<file path="config.mk">
export PLATFORM = sky130hd
export DESIGN_NAME = joystick_splitter_scanner
export DESIGN_NICKNAME = d
export VERILOG_FILES = /design/src/rtl/joystick_splitter_scanner.sv
export SDC_FILE = /design/constraint.sdc
export NUM_CORES = 1
export LEC_CHECK = 0
export ABC_AREA = 1
export ABC_CLOCK_PERIOD_IN_PS = 3350
export CAP_MARGIN = 40
export CELL_PAD_IN_SITES_DETAIL_PLACEMENT = 0
export CELL_PAD_IN_SITES_GLOBAL_PLACEMENT = 2
export CORE_UTILIZATION = 30
export DETAILED_ROUTE_END_ITERATION = 6
export PLACE_DENSITY = 0.76
export RECOVER_POWER = 50
export SLEW_MARGIN = 15
export SYNTH_ARGS = -nofsm -noshare
export SYNTH_HDL_FRONTEND = slang
export SYNTH_SLANG_ARGS = --single-unit
</file>
<file path="constraint.sdc">
create_clock -name clk_i -period 3.35 [get_ports clk_i]
set_input_delay 0.5025 -clock clk_i [delete_from_list [all_inputs] [get_ports clk_i]]
set_output_delay 0.5025 -clock clk_i [all_outputs]
set_load 0.02 [all_outputs]
</file>
<file path="src/rtl/joystick_splitter_scanner.sv">
// DB9 joystick splitter front end: time-multiplexes NCHAN joysticks through one
// port, samples each slot after a settle delay, debounces and applies autofire.
module joystick_splitter_scanner #(
  parameter int unsigned NCHAN    = 2,
  parameter int unsigned W        = 6,
  parameter int unsigned SCAN_DIV = 140000,
  parameter int unsigned SETTLE   = 64,
  parameter int unsigned FIRE_BIT = 4,
  localparam int unsigned SELW    = (NCHAN > 1) ? $clog2(NCHAN) : 1
) (
  input  logic                 clk_i,
  input  logic                 rst_ni,
  input  logic                 splitter_en_i,
  input  logic [W-1:0]         joy_i,
  output logic [SELW-1:0]      sel_o,
  output logic [NCHAN*W-1:0]   joy_o,
  input  logic [NCHAN-1:0]     autofire_en_i,
  input  logic [1:0]           af_rate_i,
  input  logic                 vretrace_ni,
  output logic                 frame_done_o
);

  localparam int unsigned CW = $clog2(SCAN_DIV);

  logic [CW-1:0]      cnt_q, cnt_d;
  logic [SELW-1:0]    ch_q, ch_d;
  logic [W-1:0]       prev_q [NCHAN];
  logic [W-1:0]       prev_d [NCHAN];
  logic [W-1:0]       stable_q [NCHAN];
  logic [W-1:0]       stable_d [NCHAN];
  logic [NCHAN*W-1:0] joy_q, joy_d;
  logic               frame_q, frame_d;
  logic               en_q;
  logic               vr_q;
  logic [3:0]         af_q, af_d;
  logic               mode_chg;
  logic               sample;
  logic               gate;

  assign mode_chg = splitter_en_i != en_q;
  assign sample   = cnt_q == CW'(SETTLE);
  assign gate     = af_q[af_rate_i];

  // Slot sequencing, sampling and two-sample debounce (or direct pass-through).
  always_comb begin
    cnt_d    = cnt_q;
    ch_d     = ch_q;
    prev_d   = prev_q;
    stable_d = stable_q;
    frame_d  = 1'b0;
    if (!splitter_en_i || mode_chg) begin
      // Direct mode and any mode edge park the scan at channel 0, count 0.
      cnt_d = '0;
      ch_d  = '0;
      for (int unsigned k = 1; k < NCHAN; k++) begin
        stable_d[k] = '0;
        prev_d[k]   = '1;
      end
      if (!splitter_en_i) begin
        stable_d[0] = ~joy_i;
        prev_d[0]   = joy_i;
      end
    end else begin
      if (sample) begin
        for (int unsigned k = 0; k < NCHAN; k++) begin
          if (SELW'(k) == ch_q) begin
            if (joy_i == prev_q[k]) stable_d[k] = ~joy_i;
            prev_d[k] = joy_i;
          end
        end
        frame_d = ch_q == SELW'(NCHAN - 1);
      end
      if (cnt_q == CW'(SCAN_DIV - 1)) begin
        cnt_d = '0;
        ch_d  = (ch_q == SELW'(NCHAN - 1)) ? '0 : ch_q + SELW'(1);
      end else begin
        cnt_d = cnt_q + CW'(1);
      end
    end
  end

  // Autofire counter on vretrace rising edges and gated output image.
  always_comb begin
    af_d  = (vretrace_ni && !vr_q) ? af_q + 4'd1 : af_q;
    joy_d = '0;
    for (int unsigned k = 0; k < NCHAN; k++) begin
      joy_d[k*W +: W] = stable_q[k];
      if (autofire_en_i[k]) joy_d[k*W + FIRE_BIT] = stable_q[k][FIRE_BIT] & gate;
    end
  end

  // State registers with synchronous active-low reset.
  always_ff @(posedge clk_i) begin
    en_q <= splitter_en_i;
    if (!rst_ni) begin
      cnt_q   <= '0;
      ch_q    <= '0;
      joy_q   <= '0;
      frame_q <= 1'b0;
      vr_q    <= 1'b1;
      af_q    <= '0;
      for (int unsigned k = 0; k < NCHAN; k++) begin
        prev_q[k]   <= '1;
        stable_q[k] <= '0;
      end
    end else begin
      cnt_q    <= cnt_d;
      ch_q     <= ch_d;
      joy_q    <= joy_d;
      frame_q  <= frame_d;
      vr_q     <= vretrace_ni;
      af_q     <= af_d;
      prev_q   <= prev_d;
      stable_q <= stable_d;
    end
  end

  assign sel_o        = ch_q;
  assign joy_o        = joy_q;
  assign frame_done_o = frame_q;

endmodule

</file>
Word level (Yosys, flattened, before mapping)
Index checks and enable logic that the tools add are counted.
- add/subtract/negate cells: 3
- $lt $le $gt $ge: 1
- equality and inequality tests: 7
- muxes and demuxes: 17
- bitwise gates (word level): 5
- reduce and logical (&&, ||, !) cells: 13
- operator list (cell ; number):
    $mux W12 ; 4
    $mux W6 ; 8
    $add A18 B1 Y18 const B ; 1
    $eq A18 B18 Y1 const B ; 1
    $eq A18 B7 Y1 const B ; 1
    $eq A6 B6 Y1 ; 2
    $not A6 Y6 ; 1
    $reduce_and A3 Y1 ; 2
    $reduce_or A3 Y1 ; 2
    $add A4 B1 Y4 const B ; 1
    $mux W1 ; 4
    $reduce_and A4 Y1 ; 1
    $reduce_bool A2 Y1 ; 2
    $lt A2 B3 Y1 const B ; 1
    $and A1 B1 Y1 ; 2
    $bmux W1 S2 ; 1
    $logic_not A1 Y1 ; 2
    $ne A2 B1 Y1 const B ; 1
    $ne A2 B2 Y1 const B ; 1
    $not A1 Y1 ; 2
    $reduce_and A2 Y1 ; 1
    $reduce_or A2 Y1 ; 1
    $add A1 B1 Y1 const B ; 1
    $logic_and A1 B1 Y1 ; 1
    2 further kinds ; 2
- flip-flop bits (word level): 62
- bits of input ports: 14
- logic and storage cells: 57

Longest topological paths before layout
Gate-level depths: netlist of run 1.
- depth in word-level cells: 5
- mapped depth: 11
- depth with buffers taken out: 10

Least setup slack after synthesis of run 1
No wires, ideal clock.
- kind: in2reg
- from: input rst_ni
- to: register cnt_q[7]
- library setup time: 79 ps
- arrival: 1364 ps
- required time: 3271 ps
- path slack: 1907 ps
- stages on the path: 6
- cell sequence: buf_2 inv_1 nor2_4 nand2_2 buf_2 a211oi_2
- cells in the longest elaborated chain, start to end: 2
- RTL lines (element ; RTL line ; source):
    start, declared ; 12 ; input logic rst_ni,
    $not A1 Y1 (no source line) ; n/a ;
    $reduce_or A3 Y1 (no source line) ; n/a ;
    end signal, assigned ; 107 ; cnt_q <= cnt_d;
    end, declared ; 25 ; logic [CW-1:0] cnt_q, cnt_d;
Every way passes these cells.
A chain may end at the register's enable or synchronous reset.

Final worst setup path of run 1
- from: input splitter_en_i
- to: register cnt_q[9]
- cells in the longest elaborated chain, start to end: 3
- elaborated cells between the ends (all ways): 4
- RTL lines (element ; RTL line ; source):
    start, declared ; 13 ; input logic splitter_en_i,
    $ne A1 B1 Y1 or $logic_not A1 Y1 (tied branches) ; n/a ;
    $logic_or A1 B1 Y1 (*) ; 51 ; if (!splitter_en_i || mode_chg) begin
    $reduce_or A3 Y1 (no source line) (*) ; n/a ;
Every way passes the cells marked *; elsewhere a longest branch is shown, timed or not.

==> run metrics, run 1 <==
via total after detailed routing=2,444; synthesis-to-layout area growth=18.1%; share of synthesized area occupied by flip-flops and latches=43.8%; number of port buffers=27; first-iteration detailed-routing DRC count=113; CTS buffer count=9; category of the worst setup path launch point=input pin; static leakage=0.00149 uW; number of antenna violations at the first check in global routing=0; core footprint=0.00920 sq mm; post-CTS setup buffer count=0; Post-Synthesis Net Count=421; H-tree levels=3; clock network latency to the later pin of the worst-skew pair=340 ps; startpoint of the worst hold path=joy_d[2]$_SDFFE_PN0P_; beginning of the worst register-to-register path=cnt_q[0]$_SDFF_PP0_; synthesized-area fraction occupied by xor and xnor cells=0.926%; share of cell area taken by muxes after synthesis=0%; Slowest-stage cell, CP=sky130_fd_sc_hd__nor2_1; max-slew headroom at the worst pin=23.9%; Die X-Extent=99.2 um; critical path class=input pin to register; end of the worst register-to-register path=joy_d[6]$_SDFFE_PP0P_; die outline height=99.2 um; floorplan die area=0.00985 sq mm; worst setup slack for register-to-register paths=1130 ps; final net count=452; post-synthesis compound-gate area fraction=8.82%; Largest stage delay, worst path=620 ps; Post-Synth Adder-Cell Area=1.32%; library cells used by synthesis=31; Hold Slack=424 ps; number of setup violations in the final report=0; non-filler instance count after layout=551; clock tree from TritonCTS=yes; share of flip-flops with an asynchronous set or reset after synthesis=0%; cell area power density=444 mW/mm^2; Max Fanout on Critical Path=18; placed wire-length estimate=4.78 mm; min cycle time layout=2320 ps; Hold Vio Cnt, Final=0; clk sinks=62; end point of the critical path=cnt_q[9]$_SDFF_PP0_; number of synthesized register bits=62; wire length reported by the detailed router=6.61 mm; Site Rows=35; number of enable-type register cells in the synthesized netlist=0; clock transition time at the flip-flop clock pins of the worst setup and hold paths=80 ps; number of instances resized during post-cts repair=0; kind of end point of the critical path=register; signal arrival time at the worst endpoint=2610 ps; number of buffers on the longest clock path=2; RSZ-0062 raised after global routing=no; initial cell density of the core=30.8%; combined global-route utilization of all metal layers=15.3%; CP Cell Sequence=dlygate4sd3_1 > nand2_1 > nor2_1 > nand2_2 > a21oi_1 > o21a_1; number of max-cap violations=0; remaining global-route overflow=0; quantity of hold-fixing buffers added after cts=0; first element of the critical path=splitter_en_i; sum of negative setup slack=0 ps; Fin Clk Skew=12.6 ps; wire per inst=12.0 um; simple-gate share of the synthesized area=34.9%; pin count of the biggest net entering global routing=26; DR DRC count=0; main combinational cell family by area after synthesis=simple AND/OR/NAND/NOR gates; number of diodes added for antenna fixing=0; 1st-pass router iterations=4; YS warnings=0; run status=finished clean; via count of the first global-routing pass=2,355; total count of max-transition violations in the final report=0; Worst VDD drop=0.159 mV; final critical-path share of the clock period=69.2%; routed vias/inst=4.44; length in cells of the worst reg-to-reg path=9; number of placed instances, taps included=535; top achievable clock speed=431 MHz; clk root buf=sky130_fd_sc_hd__clkbuf_8; count of nets left with antenna violations after detail routing=0; I/O Pins=28; cell count after synthesis=404; final core utilization=36.4%; required time at the endpoint of the critical path=3640 ps; path category of the worst min-delay check=register to register; summed instance area of the synthesized netlist=0.00284 sq mm; most common flop cell mapped by yosys=sky130_fd_sc_hd__dfxtp_1; transition time of the tightest slew-check pin=1140 ps; wire length of the first global-routing pass=11.4 mm; share of post-route cells with drive strength above 1=8.41%; gp weighted congestion=0.777; Post-Syn Area per Cell=7.02 sq um
## state kept, by name, summed over array words and instances, names as in the netlist
name	cells
joy_d	10
frame_done_o	1
prev_q	12
vr_q	1
af_q	4
en_q	1
joy_o	12
sel_o	1
stable_q	2
cnt_q	18
## per-layer routing
layer	vias to the layer above	GRT usage (%)	share of wire, %
met5	-	0	0
met2	24	27.1	50
met3	5	5.06	2.2
met4	0	4.41	1.1
li1	1318	-	-
met1	1097	17.5	46
## per-stage QoR
step	setup WS (ps)	area [sq um]	power [uW]
detailed placement	1030	3200	894
floorplan	1910	2840	847
global placement	1020	3200	894
global route	837	3350	1570
CTS	1380	3380	1520
finish	1030	3350	1490
## cells by family (layout without fill, tap and decap cells)
group                    after synthesis  in the layout
AO/OA/AOI/OAI                         40             40
AND/OR/NAND/NOR                      225            225
XOR/XNOR                               3              3
flip-flops                            62             62
buffers and inverters                 71            107
adder cells (fa/ha/maj)                3              3
## worst min path at each step
stage                          end  slack [ps]  depth (start not counted)
2_1_floorplan  joy_o[0]$_SDFF_PN0_         410                          2
3_3_place_gp   joy_o[5]$_SDFF_PN0_         410                          2
3_5_place_dp   joy_o[5]$_SDFF_PN0_         410                          2
4_1_cts        joy_o[2]$_SDFF_PN0_         430                          2
5_1_grt        joy_o[3]$_SDFF_PN0_         440                          2
6_report       joy_o[2]$_SDFF_PN0_         420                          2
## layout by cell type, fill, tap and decap left out, types with 4 or more instances in the layout
cell type,synthesis,layout
sky130_fd_sc_hd__o211ai_1,7,7
sky130_fd_sc_hd__o21ai_0,9,9
sky130_fd_sc_hd__inv_1,60,60
sky130_fd_sc_hd__nand4_1,7,7
sky130_fd_sc_hd__nand2_1,106,106
sky130_fd_sc_hd__nor3_1,6,6
sky130_fd_sc_hd__nor3b_1,5,5
sky130_fd_sc_hd__nor2_2,4,4
sky130_fd_sc_hd__clkdlybuf4s50_1,0,20
sky130_fd_sc_hd__clkbuf_8,0,10
sky130_fd_sc_hd__dlygate4sd3_1,0,7
sky130_fd_sc_hd__a21oi_1,15,15
sky130_fd_sc_hd__nand3_1,19,21
sky130_fd_sc_hd__dfxtp_1,62,62
sky130_fd_sc_hd__nor2_1,63,65
sky130_fd_sc_hd__o21ai_2,4,4
sky130_fd_sc_hd__nand2_2,5,5
## where the power goes
| part | total, uW | internal [uW] | switching, uW |
|---|---|---|---|
| clock | 615 | 294 | 322 |
| sequential | 762 | 754 | 8.18 |
| combinational | 108 | 41.4 | 67.1 |
## Yosys cell counts, types with 3 or more instances
| cell | instances | share of area (%) |
|---|---|---|
| sky130_fd_sc_hd__inv_2 | 3 | 0.40 |
| sky130_fd_sc_hd__inv_1 | 60 | 7.9 |
| sky130_fd_sc_hd__xor2_1 | 3 | 0.93 |
| sky130_fd_sc_hd__a21oi_1 | 15 | 2.6 |
| sky130_fd_sc_hd__buf_2 | 5 | 0.88 |
| sky130_fd_sc_hd__nor3b_1 | 5 | 1.3 |
| sky130_fd_sc_hd__o211ai_1 | 7 | 1.9 |
| sky130_fd_sc_hd__nor2_1 | 63 | 8.3 |
| sky130_fd_sc_hd__nand3_1 | 19 | 3.4 |
| sky130_fd_sc_hd__ha_1 | 3 | 1.3 |
| sky130_fd_sc_hd__nor2_2 | 4 | 0.88 |
| sky130_fd_sc_hd__nand3_2 | 4 | 1.4 |
| sky130_fd_sc_hd__o21ai_0 | 9 | 1.6 |
| sky130_fd_sc_hd__nand2_2 | 5 | 1.1 |
| sky130_fd_sc_hd__dfxtp_1 | 62 | 44 |
| sky130_fd_sc_hd__nand4_1 | 7 | 1.5 |
| sky130_fd_sc_hd__nor2_4 | 3 | 1.2 |
| sky130_fd_sc_hd__nand2_1 | 106 | 14 |
| sky130_fd_sc_hd__o21ai_2 | 4 | 1.2 |
| sky130_fd_sc_hd__nor3_1 | 6 | 1.1 |
## area by class of cell
class / count / area, sq um
clock buffers: 10 / 138
clock inverters: 6 / 43.8
fillers: 976 / 5850
inverters: 63 / 236
multi-input cells: 271 / 1280
flip-flops and latches: 62 / 1240
well taps: 111 / 139
repair buffers: 28 / 274
## worst max-delay path: cells and delay by family
family                 cells  cell delay (ps)
AOI/OAI and AO/OA          2              360
buffers and inverters      1              610
and+or+nand+nor            3             1130
Power figures use the tool's default switching activity.
==> run 2, diff against run 1 <==
Settings changed: ABC_CLOCK_PERIOD_IN_PS 3350 to 2150.
Clock period 3.35 ns to 2.15 ns, I/O delays scaled along.
==> run 2 against run 1 <==
Effect of this change: worst setup slack worse by 780 ps; die area stayed put; sequential cell count is the same; first-iteration DRC count fell by 42%; total power increased by 60%; cell area increased by 2.6%; critical path type unchanged; global-route usage is 1.3 points lower; via count grew 1.9%; non-clock buffer count increased by 8; wire length fell by 3.1%; register-to-register slack lost 740 ps; clock power up 66%; critical endpoint is now af_q[1]$_SDFFE_PN0P_; largest power group unchanged.
==> run metrics, run 2 (same netlist as run 1, synthesis figures left out) <==
run status=finished clean (unchanged); required time at the endpoint of the critical path=2430 ps (was 3640 ps); wire length reported by the detailed router=6.41 mm (was 6.61 mm); H-tree levels=3 (unchanged); clk sinks=62 (unchanged); transition time of the tightest slew-check pin=1260 ps (was 1140 ps); 1st-pass router iterations=5 (was 4); DR DRC count=0 (unchanged); clock power share=42.8% (was 41.4%); leading cell type in the layout, fill and taps excluded=sky130_fd_sc_hd__nand2_1 (unchanged); most flop-heavy register=cnt_q (unchanged); static leakage=0.00156 uW (was 0.00149 uW); cell-internal power=1780 uW (was 1090 uW); switching share of power=25.2% (was 26.7%); number of diodes added for antenna fixing=0 (unchanged); worst setup slack for register-to-register paths=390 ps (was 1130 ps); length in cells of the worst reg-to-reg path=8 (was 9); post-CTS setup buffer count=0 (unchanged); number of buffers on the longest clock path=2 (unchanged); hold-critical path endpoint=joy_o[3]$_SDFF_PN0_ (was joy_o[2]$_SDFF_PN0_); via count of the first global-routing pass=2,216 (was 2,355); routed vias/inst=4.46 (was 4.44); kind of end point of the critical path=register (unchanged); path category of the worst min-delay check=register to register (unchanged); clock network latency to the later pin of the worst-skew pair=340 ps (about the same); startpoint of the worst hold path=joy_d[3]$_SDFFE_PN0P_ (was joy_d[2]$_SDFFE_PN0P_); initial cell density of the core=30.8% (unchanged); I/O Pins=28 (unchanged); total power after layout=2380 uW (was 1490 uW); category of the worst setup path launch point=input pin (unchanged); RSZ-0062 raised after global routing=no (unchanged); Hold Crit Depth=2 (unchanged); commonest non-fill, non-tap cells in the layout=sky130_fd_sc_hd__nand2_1, sky130_fd_sc_hd__nor2_1, sky130_fd_sc_hd__dfxtp_1 (unchanged); clock transition time at the flip-flop clock pins of the worst setup and hold paths=80 ps (about the same); min cycle time layout=1890 ps; proportion of power drawn by flip-flops and latches=49.8% (was 51.3%); clock tree from TritonCTS=yes (unchanged); Max Fanout on Critical Path=25 (was 18); first-iteration detailed-routing DRC count=65 (was 113); floorplan die area=0.00985 sq mm (unchanged); net switching power=602 uW (was 397 uW); number of port buffers=27 (unchanged); CTS buffer count=9 (unchanged); remaining global-route overflow=0 (unchanged); share of post-route cells with drive strength above 1=10.3% (was 8.41%); synthesis-to-layout area growth=21.2% (was 18.1%); wire length of the first global-routing pass=10.5 mm (was 11.4 mm); end of the worst register-to-register path=prev_q[7]$_SDFFE_PN1P_ (was joy_d[6]$_SDFFE_PP0P_); Hold Vio Cnt, Final=0 (unchanged); cell area power density=693 mW/mm^2 (was 444 mW/mm^2); combined global-route utilization of all metal layers=14.0% (was 15.3%); Site Rows=35 (unchanged); gp weighted congestion=0.777 (about the same); Largest register FFs=18 (unchanged); wire per inst=11.5 um (was 12.0 um); number of max-cap violations=0 (unchanged); Die X-Extent=99.2 um (unchanged); quantity of hold-fixing buffers added after cts=0 (unchanged); Fin Clk Skew=13.6 ps (was 12.6 ps); Worst VDD drop=0.297 mV (was 0.159 mV); total count of max-transition violations in the final report=0 (unchanged); part of the total power dissipated in combinational logic=7.4% (was 7.3%); critical path class=input pin to register (unchanged); number of instances resized during post-cts repair=0 (unchanged); signal arrival time at the worst endpoint=2170 ps (was 2610 ps); sum of negative setup slack=0 ps (unchanged); clk root buf=sky130_fd_sc_hd__clkbuf_8 (unchanged); final net count=460 (was 452); via total after detailed routing=2,491 (was 2,444); pin count of the biggest net entering global routing=26 (unchanged); max-slew headroom at the worst pin=16.1% (was 23.9%); placed wire-length estimate=4.68 mm (was 4.78 mm); core footprint=0.00920 sq mm (unchanged); number of antenna violations at the first check in global routing=0 (unchanged); top achievable clock speed=528 MHz; beginning of the worst register-to-register path=cnt_q[0]$_SDFF_PP0_ (unchanged); die outline height=99.2 um (unchanged); count of nets left with antenna violations after detail routing=0 (unchanged); number of setup violations in the final report=0 (unchanged); final critical-path share of the clock period=88.1%
[run 2: how the worst max path moves through the flow]
stage | startpoint | end | cells after the start
after floorplan | cnt_q[0]$_SDFF_PP0_ | cnt_q[6]$_SDFF_PP0_ | 9
after global placement | joy_i[4] | joy_d[7]$_SDFFE_PP0P_ | 10
after detailed placement | joy_i[4] | joy_d[7]$_SDFFE_PP0P_ | 10
after CTS | sel_o$_SDFFE_PP0N_ | sel_o | 1
after global routing | rst_ni | af_q[1]$_SDFFE_PN0P_ | 4
final | rst_ni | af_q[1]$_SDFFE_PN0P_ | 4
[run 2: per-layer routing]
metal | GRT usage [%] | share of wire (%)
met1 | 16.6 | 47
met2 | 23.1 | 48
met3 | 3.79 | 3.1
met4 | 7.24 | 1.5
met5 | 0 | 0
[run 2: per-stage QoR]
stage / util (%) / cell area, sq um / setup WS [ps] / std cells / hold slack [ps]
detailed placement: 35.4 / 3260 / 103 / 543 / 417
global placement: 35.4 / 3260 / 158 / 543 / 416
global route: 37.4 / 3440 / 133 / 559 / 452
CTS: 37.6 / 3450 / 344 / 559 / 429
finish: 37.4 / 3440 / 255 / 559 / 426
floorplan: - / 2840 / 751 / 404 / 350
[run 2: cell type report]
| type | count | area, sq um |
|---|---|---|
| tap | 111 | 139 |
| fill | 989 | 5760 |
| sequential | 62 | 1240 |
| multi-input combinational | 271 | 1300 |
| clock inverter | 7 | 72.6 |
| timing repair buffer | 36 | 327 |
| inverter | 63 | 236 |
| clock buffer | 9 | 124 |
[run 2: power groups by stage]
stage                     combinational, uW  sequential (uW)  clock (uW)
final                                   176             1190        1020
after global routing                    200             1190        1120
after CTS                               185             1190        1070
after detailed placement                183             1210           0
after global placement                  184             1210           0
after floorplan                         101             1220           0
[run 2: critical path, cell delays in order]
cell                            delay [ps]
sky130_fd_sc_hd__dlygate4sd3_1         540
sky130_fd_sc_hd__clkbuf_1              930
sky130_fd_sc_hd__o21ai_0               240
sky130_fd_sc_hd__nor2_1                140
